===== config.mk =====
export PLATFORM = sky130hd
export DESIGN_NAME = pdm_level_sequencer
export DESIGN_NICKNAME = d
export VERILOG_FILES = /design/src/rtl/pdm_seq_pkg.sv /design/src/rtl/pdm_seq_table.sv /design/src/rtl/pdm_level_sequencer.sv
export SDC_FILE = /design/constraint.sdc
export NUM_CORES = 1
export LEC_CHECK = 0
export ABC_AREA = 1
export BUFFER_PORTS_ARGS = -buffer_cell sky130_fd_sc_hd__buf_2
export CAP_MARGIN = 40
export CORE_MARGIN = 4
export CORE_UTILIZATION = 50
export DETAILED_ROUTE_END_ITERATION = 8
export PLACE_DENSITY = 0.66
export SKIP_CTS_REPAIR_TIMING = 1
export SLEW_MARGIN = 40
export SYNTH_ARGS = -nofsm -noshare
export SYNTH_HDL_FRONTEND = slang
export SYNTH_SLANG_ARGS = --single-unit
export TNS_END_PERCENT = 100

===== constraint.sdc =====
create_clock -name clk -period 2.1 [get_ports clk]
set_input_delay 0.105 -clock clk [delete_from_list [all_inputs] [get_ports clk]]
set_output_delay 0.105 -clock clk [all_outputs]
set_load 0.01 [all_outputs]

===== src/rtl/pdm_seq_pkg.sv =====
// Shared types and default sizing for the PDM level sequencer.
package pdm_seq_pkg;

  // Playback sequencer states
  typedef enum logic [1:0] {
    ST_IDLE = 2'd0,
    ST_PLAY = 2'd1,
    ST_DONE = 2'd2
  } pdm_seq_state_e;

  // Default table depth, level width and strobe cadence
  localparam int PDM_SEQ_DEPTH   = 8;
  localparam int PDM_SEQ_LEVEL_W = 5;
  localparam int PDM_SEQ_PERIOD  = 64;

endpackage


===== src/rtl/pdm_seq_table.sv =====
// DEPTH x LEVEL_W level table: synchronous write, asynchronous read.
// Storage is deliberately not reset; the table is only meaningful after loads.
module pdm_seq_table #(
  parameter int DEPTH   = 8,
  parameter int LEVEL_W = 5
) (
  input  logic                     clk,
  input  logic                     we,
  input  logic [$clog2(DEPTH)-1:0] waddr,
  input  logic [LEVEL_W-1:0]       wdata,
  input  logic [$clog2(DEPTH)-1:0] raddr,
  output logic [LEVEL_W-1:0]       rdata
);

  logic [LEVEL_W-1:0] mem_q [DEPTH];

  // Write one entry per accepted load
  always_ff @(posedge clk) begin
    if (we) begin
      mem_q[waddr] <= wdata;
    end
  end

  assign rdata = mem_q[raddr];

endmodule


===== src/rtl/pdm_level_sequencer.sv =====
// PDM level sequencer: loads a short table of levels, then plays it back to
// the modulator as one wr_en strobe plus a new level every PERIOD clocks.
// Handshake: a load transfers on a clock edge where load_valid && load_ready;
// load_ready is high only in IDLE and does not depend on load_valid.
// Build option PDM_SEQ_LOOP_EN: playback wraps to entry 0 forever, only stop
// leaves PLAY and done never pulses. Undefined: single pass ending in DONE.
module pdm_level_sequencer
  import pdm_seq_pkg::*;
#(
  parameter int DEPTH   = PDM_SEQ_DEPTH,
  parameter int LEVEL_W = PDM_SEQ_LEVEL_W,
  parameter int PERIOD  = PDM_SEQ_PERIOD
) (
  input  logic               clk,
  input  logic               reset_n,
  input  logic               tbl_clr,
  input  logic               load_valid,
  input  logic [LEVEL_W-1:0] load_data,
  output logic               load_ready,
  input  logic               start,
  input  logic               stop,
  output logic               wr_en,
  output logic [LEVEL_W-1:0] pdm_level,
  output logic               busy,
  output logic               done
);

  localparam int AW = $clog2(DEPTH);
  localparam int CW = AW + 1;
  localparam int TW = $clog2(PERIOD);
  localparam logic [TW-1:0] TICK_LAST  = TW'(PERIOD - 1);
  localparam logic [CW-1:0] COUNT_FULL = CW'(DEPTH);

  pdm_seq_state_e     state_q, state_d;
  logic [AW-1:0]      wptr_q, wptr_d;
  logic [CW-1:0]      count_q, count_d;
  logic [CW-1:0]      rptr_q, rptr_d;
  logic [TW-1:0]      tick_q, tick_d;
  logic               wr_en_q, wr_en_d;
  logic [LEVEL_W-1:0] level_q, level_d;

  logic               tbl_we;
  logic [AW-1:0]      rd_addr;
  logic [LEVEL_W-1:0] rd_data;

  pdm_seq_table #(
    .DEPTH  (DEPTH),
    .LEVEL_W(LEVEL_W)
  ) u_table (
    .clk  (clk),
    .we   (tbl_we),
    .waddr(wptr_q),
    .wdata(load_data),
    .raddr(rd_addr),
    .rdata(rd_data)
  );

  // Next-state, counter and output-register logic
  always_comb begin
    state_d = state_q;
    wptr_d  = wptr_q;
    count_d = count_q;
    rptr_d  = rptr_q;
    tick_d  = tick_q;
    wr_en_d = 1'b0;
    level_d = level_q;
    tbl_we  = 1'b0;
    // Outside PLAY, and on the wrap past the last entry, the read port shows entry 0
    rd_addr = (state_q == ST_PLAY && rptr_q != count_q) ? rptr_q[AW-1:0] : '0;

    case (state_q)
      ST_IDLE: begin
        if (tbl_clr) begin
          wptr_d  = '0;
          count_d = '0;
        end else if (load_valid) begin
          tbl_we = 1'b1;
          wptr_d = wptr_q + AW'(1);
          if (count_q != COUNT_FULL) begin
            count_d = count_q + CW'(1);
          end
        end
        // Start sees the count after this cycle's load/clear
        if (start && count_d != '0) begin
          state_d = ST_PLAY;
          wr_en_d = 1'b1;
          tick_d  = '0;
          rptr_d  = CW'(1);
          // Entry 0 written this same cycle is not in the table yet: bypass it
          level_d = (tbl_we && wptr_q == '0) ? load_data : rd_data;
        end
      end

      ST_PLAY: begin
        if (stop) begin
          state_d = ST_IDLE;
          tick_d  = '0;
        end else if (tick_q == TICK_LAST) begin
          tick_d = '0;
          if (rptr_q != count_q) begin
            wr_en_d = 1'b1;
            level_d = rd_data;
            rptr_d  = rptr_q + CW'(1);
          end else begin
`ifdef PDM_SEQ_LOOP_EN
            wr_en_d = 1'b1;
            level_d = rd_data;
            rptr_d  = CW'(1);
`else
            state_d = ST_DONE;
`endif
          end
        end else begin
          tick_d = tick_q + TW'(1);
        end
      end

      ST_DONE: begin
        state_d = ST_IDLE;
      end

      default: begin
        state_d = ST_IDLE;
      end
    endcase
  end

  // State and counter registers, asynchronously cleared
  always_ff @(posedge clk or negedge reset_n) begin
    if (!reset_n) begin
      state_q <= ST_IDLE;
      wptr_q  <= '0;
      count_q <= '0;
      rptr_q  <= '0;
      tick_q  <= '0;
      wr_en_q <= 1'b0;
      level_q <= '0;
    end else begin
      state_q <= state_d;
      wptr_q  <= wptr_d;
      count_q <= count_d;
      rptr_q  <= rptr_d;
      tick_q  <= tick_d;
      wr_en_q <= wr_en_d;
      level_q <= level_d;
    end
  end

  assign wr_en      = wr_en_q;
  assign pdm_level  = level_q;
  assign busy       = (state_q == ST_PLAY);
  assign done       = (state_q == ST_DONE);
  assign load_ready = (state_q == ST_IDLE);

endmodule


# == Yosys cells after proc, flatten, opt, wreduce, memory -nomap -nowiden ==
# Memory sizes are Yosys's and may differ from the RTL's.
# Cells that the tools add are included.
# classes
n_addsub,4
mul,0
div_mod_pow,0
n_lt_le_gt_ge,0
n_eq_ne,11
shift,0
n_mux,38
n_bitwise,0
reduce_logical,12
# ops
cell,count
$mux 4,8
$mux 5,5
$mux 6,3
$pmux 6 s2,1
$mux 1,10
$pmux 5 s2,1
$mux 3,3
$add 4x1->4 const B,2
$mux 2,4
$pmux 4 s2,1
$add 6x1->6 const B,1
$eq 6x6->1 const B,1
$ne 2x1->1 const B,3
$reduce_and 5->1,1
$ne 4x4->1,1
$ne 4x4->1 const B,1
$pmux 2 s2,1
$reduce_and 2->1,2
$reduce_bool 2->1,2
$reduce_bool 4->1,1
$add 3x1->3 const B,1
$logic_and 1x1->1,3
$logic_not 3->1,1
$ne 3x2->1 const B,1
other kinds (7),7
# totals
reg_bits,25
latch_bits,0
ram_bits,40
mem_bits_ro,0
inputBits,11
out_inout_bits,9
memories,1
# memory_table
memory,words,word_bits,rd,rd_ports_with_merged_regs,write_ports,line,text
u_table.mem_q,8,5,1,0,1,pdm_seq_table.sv:15,logic [LEVEL_W-1:0] mem_q [DEPTH];

# == Longest topological paths before layout ==
# depth
word_depth,9
ltp_mapped,13
ltp_nobuf,13

# == Hierarchy ==
# From an unflattened synthesis, not the netlist that was laid out.
# unflattened
cells_unflattened,377
area_unflattened_um2,3338.2
# by_module_without_submodules
module,n_inst,cells_per_inst,area_per_inst_um2,seq_area_each_um2
pdm_seq_table,1,190,1813.0,1201.2
pdm_level_sequencer,1,187,1525.2,625.6

# == Least setup slack after synthesis ==
# No wires, ideal clock.
# synth_timing
path_type,register to register
startpoint,register state_q[0]
endpoint,"memory u_table.mem_q[4][0], enable pin"
setup_ns,0.340
arrival_time_ns,1.494
required_time_ns,1.760
path_slack_ns,0.266
stages_incl_launch_ff,6
n_path_buf,0
path_cell_list,dfrtp_1 > nor2_1 > inv_2 > nor2_1 > nand2_1 > nor2_1
# synth_between
elab_chain_cells,4
# synth_rtl
item,line,text
from (decl),pdm_level_sequencer.sv:34,"pdm_seq_state_e state_q, state_d;"
from (signal assigned),pdm_level_sequencer.sv:139,state_q <= state_d;
$logic_not 2->1,--,
named net load_ready,pdm_level_sequencer.sv:19,"output logic load_ready,"
$mux 1,pdm_level_sequencer.sv:71,case (state_q)
$mux 1,pdm_seq_table.sv:19,if (we) begin
$mux 1 (implied by the code),pdm_seq_table.sv:20,mem_q[waddr] <= wdata;
to (decl),pdm_seq_table.sv:15,
# The timed path passes the listed nets, and every way through them passes these cells.

# == Worst setup path after layout ==
# layout_timing
startpoint,register count_q[1]
endpoint,register tick_q[4]
# layout_between
elab_chain_cells,9
elab_cells_between_ends,10
classes_between,add/sub (1); eq/ne (2); mux (4); reduce/logical (3)
# layout_rtl
item,line,text
from (decl),pdm_level_sequencer.sv:36,"logic [CW-1:0] count_q, count_d;"
from (signal assigned),pdm_level_sequencer.sv:141,count_q <= count_d;
$add 4x1->4 or $ne 4x4->1 (tied branches),"pdm_level_sequencer.sv:80, pdm_level_sequencer.sv:79",
$mux 4,pdm_level_sequencer.sv:79,if (count_q != COUNT_FULL) begin
$mux 4 *,pdm_level_sequencer.sv:76,end else if (load_valid) begin
$mux 4 *,pdm_level_sequencer.sv:73,if (tbl_clr) begin
$mux 4 *,pdm_level_sequencer.sv:71,
$reduce_bool 4->1 *,pdm_level_sequencer.sv:84,if (start && count_d != '0) begin
$logic_and 1x1->1 *,pdm_level_sequencer.sv:84,
$ne 2x1->1 (no source line) *,--,
$reduce_and 2->1 (no source line) *,--,
to (signal assigned),pdm_level_sequencer.sv:143,tick_q <= tick_d;
to (decl),pdm_level_sequencer.sv:38,"logic [TW-1:0] tick_q, tick_d;"
# Mark *: on every way between the ends. The rest lies on a longest branch, timed or not. The select of a mux whose other input is x is not followed.
# A chain may end at the register's enable or synchronous reset.

==> summary.md <==
| Metric | Value |
|---|---|
| Run status | `completed` |
| Post-route ant nets | `0` |
| Sequential share of the synthesized area | `57.5%` |
| Most frequent CP cell | `nand2_1` |
| Port Buffers | `19` |
| Htree depth | `3` |
| Post-synthesis mux area share | `0%` |
| Congestion Overflow GR | `0` |
| Slowest stage delay, CP | `0.45 ns` |
| Drt first pass iters | `4` |
| Initial Utilization | `52.7%` |
| Slew Viols, Final | `0` |
| RD Place Congestion | `0.836` |
| Cells after Synth | `331` |
| Critical path class | `register to register` |
| Share of cells above drive strength 1 | `18.8%` |
| Antenna Cells | `0` |
| Synth Flop Type | `edfxtp_1` |
| Peak VDD IR | `0.764 mV` |
| Estimated wirelength of the detail-placed design | `4.88 mm` |
| Final min period | `1.92 ns` |
| Global-route wire length before repair | `11.2 mm` |
| TNS Setup | `0 ns` |
| CP required | `2.34 ns` |
| Post-Synth Simple-Gate Area | `29.7%` |
| Skew-Pair Late Insertion Delay | `0.33 ns` |
| Vias post-DR | `2,434` |
| Die W | `87.7 um` |
| EDFF count, synth | `40` |
| Post-Synth Adder-Cell Area | `2.36%` |
| Area growth syn-to-layout | `12.8%` |
| Synth Area in Compound Gates | `3.82%` |
| Buffers and inverters on the worst path | `3` |
| P_leak | `1.52 nW` |
| CP arrival | `2.16 ns` |
| Drt first-iter violations | `138` |
| Synth Area in XOR/XNOR | `1.38%` |
| Crit path max-delay family | `simple AND/OR/NAND/NOR gates` |
| Number of global-route vias before repair | `2,398` |
| Sink Count | `65` |
| FMAX | `521 MHz` |
| Final period util | `91.3%` |
| Drt total wl | `6.76 mm` |
| Largest family of logic cells by synthesized area | `simple AND/OR/NAND/NOR gates` |
| Worst setup SP type | `register` |
| Post-route DRC violation count | `0` |
| Root buffer cell | `clkbuf_8` |
| Post-Syn Nets | `348` |
| Slew @ Worst Pin | `0.585 ns` |
| GRT Total Usage | `19.1%` |
| Ports | `20` |
| Final nets | `379` |
| Number of CTS-inserted buffers | `9` |
| Power Total | `0.00467 W` |
| Layout Skew | `0.00563 ns` |
| Warnings, synthesis | `0` |
| Crit path capture type | `register` |
| Unrepaired setup endpoints after global routing | `false` |
| Area leader, netlist | `edfxtp_1` |
| Maxcap violations | `0` |
| Endpoints failing hold | `0` |
| Pwr dens | `1300 nW/um^2` |
| Drt wl/cell | `15.3 um` |
| Vias per inst | `5.51` |
| CTS tree | `done` |
| Slowest library cell on the worst path | `dfrtp_2` |
| Clock transition at the registers of the reported paths | `0.08 ns` |
| FP Rows | `28` |
| Initial antenna violation count | `0` |
| Synth top area share | `37.8%` |
| Synth unique cells | `27` |
| Slew HR | `61.0%` |
| Crit path cell chain | `inv_2 -> ha_1 -> nand3_2 -> nand2_1 -> nand2_1 -> nand2_1 -> nand2_1 -> inv_1 -> nand3_1 -> nand3_4 -> buf_4 -> nand2_1 -> o21ai_0` |
| Crit Path Max Fanout | `9` |
| Synth cell count leaders | `nand2_1 (76), nand3_1 (75), edfxtp_1 (40)` |
| Top cells by area, synth | `edfxtp_1 (38%), dfrtp_1 (20%), nand3_1 (12%), nand2_1 (9.0%), nor2_1 (3.2%)` |
| Asr flop ratio synth | `38.5%` |
| Cell area after synthesis | `3170 um^2` |
| Final setup viols | `0` |
| Die ar. | `7690 um^2` |
| Syn avg cell area | `9.59 um^2` |
| Clock Tree Buf Depth | `2` |
| Core area | `6030 um^2` |
| Worst Hold Class | `input port to register` |
| Largest net degree at the start of global routing | `26` |
| Flops & latches, synth | `65` |
| Most frequent cell after synthesis | `nand2_1` |
| Die height | `87.7 um` |
==> registers in the layout (all words and copies together), names as in the netlist <==
| name | cells |
|---|---|
| pdm_level | 5 |
| wr_en | 1 |
| rptr_q | 4 |
| wptr_q | 3 |
| state_q | 2 |
| u_table.mem_q | 40 |
| tick_q | 6 |
| count_q | 4 |
==> metrics by stage <==
step	area, um^2	utilization [%]	hold WS (ns)	worst slack, ns	std cells
2_1_floorplan	3170	-	-0.191	0.266	331
3_3_place_gp	3340	55.4	0.136	0.114	423
3_5_place_dp	3340	55.4	0.133	0.112	423
4_1_cts	3540	58.8	-0.226	0.0960	439
5_1_grt	3580	59.4	0.0610	0.0128	442
6_report	3580	59.4	0.0715	0.182	442
==> worst paths after layout <==
path | depth (start not counted) | to | start | slack, ns
hold / removal | 1 | u_table.mem_q[4][4] | load_data[4] | 0.07
hold reg to reg | 2 | pdm_level[4] | pdm_level[4] | 0.51
setup / recovery | 13 | tick_q[4] | count_q[1] | 0.18
min in group asynchronous | 2 | pdm_level[3] | reset_n | 0.30
setup reg to reg | 13 | tick_q[4] | count_q[1] | 0.18
max in group asynchronous | 2 | count_q[0] | reset_n | 1.37
==> layer usage <==
layer,track usage [%],wire length (um),vias up
li1,-,-,1193
met1,24.4,2950,1170
met2,30.8,3420,57
met3,3.57,238,14
met4,10.2,155,0
met5,0,0,-
==> cell families (layout without fill, tap and decap cells) <==
| group | count (synthesis) | in the layout |
|---|---|---|
| flip-flops | 65 | 65 |
| adder cells (fa/ha/maj) | 6 | 6 |
| AND/OR/NAND/NOR | 200 | 200 |
| AO/OA/AOI/OAI | 23 | 23 |
| XOR/XNOR | 5 | 5 |
| buffers and inverters | 32 | 68 |
==> report_power, final <==
part | internal (W) | total, W | switching, W
clock network | 0.000558 | 0.00107 | 0.000515
registers | 0.00156 | 0.00174 | 0.000175
logic | 0.000646 | 0.00186 | 0.00122
total | 0.00276 | 0.00467 | 0.00191
==> cell type report <==
cell class	instances	area [um^2]
clock inverters	7	78.8
inverters	23	86.3
fillers	539	2440
multi-input cells	234	1180
well taps	75	93.8
repair buffers	29	185
flip-flops and latches	65	1830
clock buffers	9	124
==> cell usage in the layout, fill, tap and decap left out, drive strengths merged, types with 2 or more instances in the layout <==
cell type	n
a21oi	10
ha	6
o21ai	11
buf	28
edfxtp	40
nor2	32
clkinvlp	3
nor3b	2
dfrtp	25
nand2	83
clkbuf	9
inv	25
nor3	2
xor2	5
nand4	2
nand3	78
No activity file was read; power rests on OpenSTA's default activity.
